## src/rtl/aluctrl_seq.sv

```systemverilog
// Sequenced mMIPS ALU controller: decodes ALUop/funct/Shamt into ALUctrl codes,
// splitting shifts into native 8/2/1 steps and stretching multiply over MULT_CYCLES cycles.
module aluctrl_seq #(
    parameter int unsigned SHAMT_W     = 5,
    parameter int unsigned MULT_CYCLES = 4
) (
    input  logic               clock,
    input  logic               reset_n,
    input  logic               in_valid,
    output logic               in_ready,
    input  logic [4:0]         ALUop,
    input  logic [5:0]         functionCode,
    input  logic [SHAMT_W-1:0] Shamt,
    input  logic               kill,
    output logic [5:0]         ALUctrl,
    output logic               out_valid,
    output logic               out_first,
    output logic               out_last
);

    typedef enum logic [1:0] {
        StIdle,
        StShift,
        StMult
    } state_e;

    typedef enum logic [1:0] {
        KindSll,
        KindSrl,
        KindSra
    } shift_kind_e;

    localparam logic [3:0] MultLast = 4'(MULT_CYCLES);
    localparam logic [5:0] CtrlMult = 6'h13;

    state_e             state_q, state_d;
    shift_kind_e        kind_q, kind_d;
    logic [SHAMT_W-1:0] rem_q, rem_d;
    logic [3:0]         cnt_q, cnt_d;
    logic [5:0]         ctrl_q, ctrl_d;
    logic               valid_q, valid_d;
    logic               first_q, first_d;
    logic               last_q, last_d;

    logic               accept;
    logic               is_shift;
    logic               is_mult;
    shift_kind_e        new_kind;
    shift_kind_e        step_kind;
    logic [SHAMT_W-1:0] step_src;
    logic [1:0]         step_sel;
    logic [SHAMT_W-1:0] step_nxt;

    function automatic logic [5:0] decode_single(input logic [4:0] op, input logic [5:0] fn);
        logic [5:0] code;
        code = 6'h00;
        case (op)
            5'd0: code = 6'h02;
            5'd1: code = 6'h06;
            5'd2: begin
                case (fn)
                    6'h20:   code = 6'h02;
                    6'h21:   code = 6'h03;
                    6'h23:   code = 6'h06;
                    6'h25:   code = 6'h01;
                    6'h26:   code = 6'h04;
                    6'h2A:   code = 6'h07;
                    6'h2B:   code = 6'h08;
                    6'h30:   code = 6'h30;
                    default: code = 6'h00;
                endcase
            end
            5'd3:    code = 6'h03;
            5'd5:    code = 6'h01;
            5'd6:    code = 6'h04;
            5'd7:    code = 6'h07;
            5'd8:    code = 6'h08;
            5'd9:    code = 6'h09;
            default: code = 6'h00;
        endcase
        return code;
    endfunction

    // Largest native step that fits: 2 -> 8, 1 -> 2, 0 -> 1.
    function automatic logic [1:0] pick_step(input logic [SHAMT_W-1:0] r);
        if (r >= SHAMT_W'(8)) begin
            return 2'd2;
        end else if (r >= SHAMT_W'(2)) begin
            return 2'd1;
        end
        return 2'd0;
    endfunction

    function automatic logic [SHAMT_W-1:0] step_size(input logic [1:0] sel);
        case (sel)
            2'd2:    return SHAMT_W'(8);
            2'd1:    return SHAMT_W'(2);
            default: return SHAMT_W'(1);
        endcase
    endfunction

    function automatic logic [5:0] shift_code(input shift_kind_e kind, input logic [1:0] sel);
        logic [5:0] base;
        case (kind)
            KindSrl: base = 6'h0D;
            KindSra: base = 6'h10;
            default: base = 6'h0A;
        endcase
        return base + {4'b0000, sel};
    endfunction

    assign is_shift = (ALUop == 5'd2) &&
                      (functionCode == 6'h00 || functionCode == 6'h02 || functionCode == 6'h03);
    assign is_mult  = (ALUop == 5'd2) && (functionCode == 6'h19);

    always_comb begin
        case (functionCode)
            6'h02:   new_kind = KindSrl;
            6'h03:   new_kind = KindSra;
            default: new_kind = KindSll;
        endcase
    end

    // Ready while idle or while the current op presents its final step.
    assign in_ready = (state_q == StIdle || last_q) & ~kill & reset_n;
    assign accept   = in_valid & in_ready;

    assign step_src  = accept ? Shamt : rem_q;
    assign step_kind = accept ? new_kind : kind_q;
    assign step_sel  = pick_step(step_src);
    assign step_nxt  = step_src - step_size(step_sel);

    always_comb begin
        state_d = state_q;
        kind_d  = kind_q;
        rem_d   = rem_q;
        cnt_d   = cnt_q;
        ctrl_d  = 6'h00;
        valid_d = 1'b0;
        first_d = 1'b0;
        last_d  = 1'b0;

        if (kill) begin
            state_d = StIdle;
            rem_d   = '0;
            cnt_d   = '0;
        end else if (accept) begin
            valid_d = 1'b1;
            first_d = 1'b1;
            last_d  = 1'b1;
            state_d = StIdle;
            rem_d   = '0;
            cnt_d   = '0;
            if (is_shift) begin
                kind_d = new_kind;
                // A zero shift is a single nop step.
                if (Shamt != '0) begin
                    ctrl_d = shift_code(step_kind, step_sel);
                    rem_d  = step_nxt;
                    last_d = (step_nxt == '0);
                    if (step_nxt != '0) begin
                        state_d = StShift;
                    end
                end
            end else if (is_mult) begin
                ctrl_d = CtrlMult;
                if (MULT_CYCLES > 1) begin
                    last_d  = 1'b0;
                    cnt_d   = 4'd1;
                    state_d = StMult;
                end
            end else begin
                ctrl_d = decode_single(ALUop, functionCode);
            end
        end else begin
            case (state_q)
                StShift: begin
                    if (rem_q != '0) begin
                        valid_d = 1'b1;
                        ctrl_d  = shift_code(step_kind, step_sel);
                        rem_d   = step_nxt;
                        last_d  = (step_nxt == '0);
                    end else begin
                        state_d = StIdle;
                    end
                end
                StMult: begin
                    if (cnt_q != MultLast) begin
                        valid_d = 1'b1;
                        ctrl_d  = CtrlMult;
                        cnt_d   = cnt_q + 4'd1;
                        last_d  = ((cnt_q + 4'd1) == MultLast);
                    end else begin
                        state_d = StIdle;
                        cnt_d   = '0;
                    end
                end
                default: ;
            endcase
        end
    end

    always_ff @(posedge clock) begin
        if (!reset_n) begin
            state_q <= StIdle;
            kind_q  <= KindSll;
            rem_q   <= '0;
            cnt_q   <= '0;
            ctrl_q  <= 6'h00;
            valid_q <= 1'b0;
            first_q <= 1'b0;
            last_q  <= 1'b0;
        end else begin
            state_q <= state_d;
            kind_q  <= kind_d;
            rem_q   <= rem_d;
            cnt_q   <= cnt_d;
            ctrl_q  <= ctrl_d;
            valid_q <= valid_d;
            first_q <= first_d;
            last_q  <= last_d;
        end
    end

    assign ALUctrl   = ctrl_q;
    assign out_valid = valid_q;
    assign out_first = first_q;
    assign out_last  = last_q;

endmodule

```

## config.mk

```make
export PLATFORM = sky130hd
export DESIGN_NAME = aluctrl_seq
export DESIGN_NICKNAME = d
export VERILOG_FILES = /design/src/rtl/aluctrl_seq.sv
export SDC_FILE = /design/constraint.sdc
export NUM_CORES = 1
export LEC_CHECK = 0
export ABC_AREA = 1
export CAP_MARGIN = 0
export CORE_MARGIN = 2
export CORE_UTILIZATION = 30
export CTS_BUF_LIST = sky130_fd_sc_hd__clkbuf_8
export DETAILED_ROUTE_END_ITERATION = 16
export DONT_BUFFER_PORTS = 1
export PLACE_DENSITY = 0.54
export SKIP_LAST_GASP = 1
export SLEW_MARGIN = 20
export SYNTH_ARGS = -nofsm -noshare
export SYNTH_HDL_FRONTEND = slang
export SYNTH_SLANG_ARGS = --single-unit
```

## constraint.sdc

```tcl
create_clock -name clock -period 3.6 [get_ports clock]
set_input_delay 0.72 -clock clock [delete_from_list [all_inputs] [get_ports clock]]
set_output_delay 0.72 -clock clock [all_outputs]
set_load 0.005 [all_outputs]
```

==> run_results.csv, run 1 <==
group,metric,value,unit
run_status,run_status,"finished, final reports clean",
yosys,synth_warnings,0,
sta,finalWorstSetupSlack,0.5335,ns
route,topRoutingLayerUsed,"met4",
sta,final_period_minus_worst_setup_slack,3.066,ns
worst_setup_path,start_kind,"flop",
yosys,synth-edff-count,0,
clock_network,worst_case_clock_buffer_depth,2,
floorplanning,boundaryPins,30,
route,drt_first_iter_violations,86,
floorplanning,die-width,83.25,µm
cells_and_area,antennaDiodeCount,0,
sta,setup_tns,0,ns
worst_setup_path,critical_path.startpoint,"state_q[0]$_SDFFE_PP0P_",
sta,final_slew_viol_count,0,
sta,maximum_frequency_from_static_timing_analysis,326.1,MHz
yosys,synth-seq-area-share,23.37,%
worst_setup_path,cpMaxStageDelayCell,"fa_1",
floorplanning,design.core.area,5991,µm²
route,met3_wirelength,99,µm
clock_network,cts_hold_repair.buffers,0,
worst_setup_path,critical-path-max-stage-delay,0.39,ns
pwr,design_power_total,511.7,µW
place,detailedPlace.worstSlack,0.3999,ns
pwr,part_of_the_power_in_combinational_logic,16.6,%
route,via_count,1738,
place,port-buffer-count,0,
route,postRouteAntennaNets,0,
floorplanning,design.die.area,6931,µm²
hold_path,whs_path_depth,2,
route,drt_wl_total,4.550,mm
pwr,cellInternalPower,370.1,µW
sta,timing.clock.skew,0.003180,ns
cells_and_area,fin_nets,333,
sta,worstMarginPinSlew,0.5117,ns
route,wl_per_cell,12.26,µm
worst_setup_path,levels_on_crit_path,19,
global_route,grt-ovfl-total,0,
worst_setup_path,cp-end-kind,"flop",
clock_network,postCtsResizedCells,0,
place,gpl.final_weighted_congestion,0.9036,
pwr,seq_power_share,48.0,%
yosys,synthesis.instances,294,
place,dpl_hpwl,3.766,mm
worst_setup_path,timing.rr.start,"state_q[0]$_SDFFE_PP0P_",
floorplanning,die_h,83.25,µm
hold_path,worst_hold_end,"kind_q[0]$_SDFFE_PN0P_",
pwr,netSwitchingPower,141.7,µW
worst_setup_path,regToRegEndpoint,"ALUctrl[4]$_SDFF_PP0_",
route,drt_drc_violations_left,0,
hold_path,hp-class,"flop to flop",
global_route,pin_count_of_the_biggest_net_entering_global_routing,19,
worst_setup_path,critPathBufInv,6,
cells_and_area,n_fill_cell,666,
clock_network,numCtsBuffers,3,
yosys,postSynth.asyncResetShare,0,%
worst_setup_path,timing_worst_setup_path_type,"flop to flop",
global_route,global_route_wire_length_before_repair,7.783,mm
cells_and_area,synthToLayoutAreaGrowth,7.238,%
yosys,synthesis.area,1884,µm²
worst_setup_path,cp_data_required_time,3.80,ns
pwr,power.share.switching,27.68,%
cells_and_area,final_layout_size_suffix_gt1_share,10.14,%
pwr,share_clk_of_total_power,35.4,%
route,met1Wirelength,2.326,mm
cells_and_area,utilization,33.73,%
floorplanning,floorplan.initialDensity,31.45,%
worst_setup_path,crit_top_cell,"inv_1",
pwr,ir_drop,0.1559,mV
worst_setup_path,worst-path-max-fanout,15,
clock_network,cts_root_buf,"clkbuf_8",
worst_setup_path,crit_family,"adder cells",
route,detailedRoute.firstPassIterationCount,4,
yosys,syn_avg_cell_area,6.409,µm²
clock_network,cts.sinks,22,
worst_setup_path,worst_ep_arrival_time,3.27,ns
pwr,areal_power_density_over_the_cells,253.2,nW/µm²
worst_setup_path,critical_path.cell_chain,"inv_1 -> ha_1 -> inv_1 -> nand2_1 -> nand3_4 -> buf_4 -> o21ai_1 -> inv_1 -> ha_1 -> ha_1 -> inv_1 -> fa_1 -> inv_1 -> nand2_1 -> xor2_1 -> nand2_1 -> a21oi_1 -> o21ai_0 -> a21oi_1",
sta,timing.final.hold_violations,0,
clock_network,htree_num_levels,1,
run,max_cap_viol_count,0,
yosys,synth_fp_nets,330,
yosys,dominantRegCellSynth,"dfxtp_1",
clock_network,clock_insertion_delay_worst_skew,0.27,ns
yosys,synth_seq_cells,22,
hold_path,timing.hold.worst.start,"kind_q[0]$_SDFFE_PN0P_",
sta,report.final.setup_viol,0,
clock_network,post_cts.repair.setup_buffers,0,
floorplanning,rows,28,
route,dr_wl_met2,2.032,mm
pwr,power.static_leakage,0.9009,nW
clock_network,clk_transition_reported_paths,0.08,ns
global_route,first_global_vias,1661,
worst_setup_path,timing.reg2reg.setup_slack,0.53,ns
global_route,global_route.usage.total,13.48,%
yosys,netlist-cell-type-count,35,
clock_network,tritoncts_clock_tree,"yes",
sta,unrepaired_setup_endpoints_after_global_routing,"no",
route,via_per_inst,4.685,
worst_setup_path,ff2ff_path_depth,19,
sta,layout_worst_path_cycle_share,85.18,%
global_route,number_of_antenna_violations_at_the_first_check_in_global_routing,0,
sta,maxSlewHeadroom,65.57,%
sta,hold_slack,0.4566,ns
==> metal layers <==
layer	global-route usage [%]	vias up
met2	22.21	24
met4	4.620	0
met1	18.27	762
met3	1.392	8
li1	-	944
met5	0	-
==> registers in the layout, summed over array words and instances (netlist names) <==
| signal | cells |
|---|---|
| kind_q | 2 |
| rem_q | 5 |
| out_last | 1 |
| ALUctrl | 6 |
| state_q | 2 |
| cnt_q | 4 |
| out_valid | 1 |
| out_first | 1 |
==> power groups by stage <==
stage / Combinational (mW) / Clock (mW) / Sequential [mW]
after floorplan: 0.0676 / 0 / 0.251
after global placement: 0.0848 / 0 / 0.252
after detailed placement: 0.0842 / 0 / 0.252
after CTS: 0.0848 / 0.185 / 0.246
after global routing: 0.0982 / 0.197 / 0.246
final: 0.0849 / 0.181 / 0.246
==> cells in the final DEF (no fill, tap or decap), drive strengths merged <==
master  instances
buf             2
ha             14
nand4           3
xor2            3
a22oi           1
o22ai           1
nor2           34
nor3            6
a211oi          1
o21ai          19
o31ai           1
inv            58
nor4            3
dfxtp          22
nand3          25
or2             2
nand2          67
o211ai          1
nand3b          2
fa              2
clkbuf          4
a21oi          22
mux2i           1
a31oi           2
==> layout make-up <==
| class | instances | area (µm²) | share of cell area (%) |
|---|---|---|---|
| Inverter | 58 | 217.7 | 10.77 |
| Multi-Input combinational cell | 210 | 1199 | 59.32 |
| Clock buffer | 4 | 55.05 | 2.724 |
| Sequential cell | 22 | 440.4 | 21.80 |
| Tap cell | 75 | 93.84 | 4.644 |
| Timing Repair Buffer | 2 | 15.01 | 0.7430 |
==> kinds of logic (layout without fill, tap and decap cells) <==
| family | count (synthesis) | in the layout | synth area share [%] |
|---|---|---|---|
| DFF | 22 | 22 | 23.37 |
| and+or+nand+nor | 142 | 142 | 36.12 |
| buffers and inverters | 62 | 64 | 13.01 |
| muxes | 1 | 1 | 0.5312 |
| xor gates and xnor gates | 3 | 3 | 1.395 |
| adders and majority gates | 16 | 16 | 11.42 |
| AOI/OAI and AO/OA | 48 | 48 | 14.14 |
==> worst max path at each step <==
stage and endpoint:
2_1_floorplan ALUctrl[4]$_SDFF_PP0_, 3_3_place_gp ALUctrl[4]$_SDFF_PP0_, 3_5_place_dp ALUctrl[4]$_SDFF_PP0_, 4_1_cts ALUctrl[4]$_SDFF_PP0_
5_1_grt state_q[0]$_SDFFE_PP0P_, 6_report ALUctrl[4]$_SDFF_PP0_
==> cell usage after synthesis (3+ instances only) <==
library cell / count / area, µm²
a21oi_1: 22 / 110.1
ha_1: 14 / 175.2
nand3_1: 20 / 100.1
nor2_2: 4 / 25.02
dfxtp_1: 22 / 440.4
xor2_1: 3 / 26.28
nand2_1: 65 / 244.0
o21ai_0: 15 / 75.07
nor4_1: 3 / 18.77
nor2_4: 3 / 33.78
nor2_1: 27 / 101.4
inv_2: 4 / 15.01
inv_1: 54 / 202.7
nand4_1: 3 / 18.77
nand3_2: 4 / 40.04
nor3_1: 5 / 25.02
==> tightest hold or removal path: cells and delay by family (launching register included) <==
kind	cells	cell delay (ns)
flops	1	0.30
buf+inv	1	0.06
compound gates	1	0.06
==> metrics by stage <==
stage | instance area, µm² | cells
finish | 2021 | 371
CTS | 2021 | 371
detailed placement | 1966 | 367
global route | 2021 | 371
global placement | 1966 | 367
floorplan | 1884 | 294
Note: power is estimated with default switching activity, not from simulation.
==> inputs of run 2 (changes only) <==
--- a/config.mk
+++ b/config.mk
@@ -14,7 +14,6 @@
 export DONT_BUFFER_PORTS = 1
 export PLACE_DENSITY = 0.54
 export SKIP_LAST_GASP = 1
-export SLEW_MARGIN = 20
 export SYNTH_ARGS = -nofsm -noshare
 export SYNTH_HDL_FRONTEND = slang
 export SYNTH_SLANG_ARGS = --single-unit
==> results of run 2 <==
Same layout as run 1: the final DEF is identical, and so are final timing and power.
==> inputs of run 3 (changes only) <==
--- a/config.mk
+++ b/config.mk
@@ -13,6 +13,7 @@
 export DETAILED_ROUTE_END_ITERATION = 16
 export DONT_BUFFER_PORTS = 1
 export PLACE_DENSITY = 0.54
+export SETUP_SLACK_MARGIN = 0.02
 export SKIP_LAST_GASP = 1
 export SYNTH_ARGS = -nofsm -noshare
 export SYNTH_HDL_FRONTEND = slang
==> results of run 3 <==
Same layout as run 1: the final DEF is identical, and so are final timing and power.
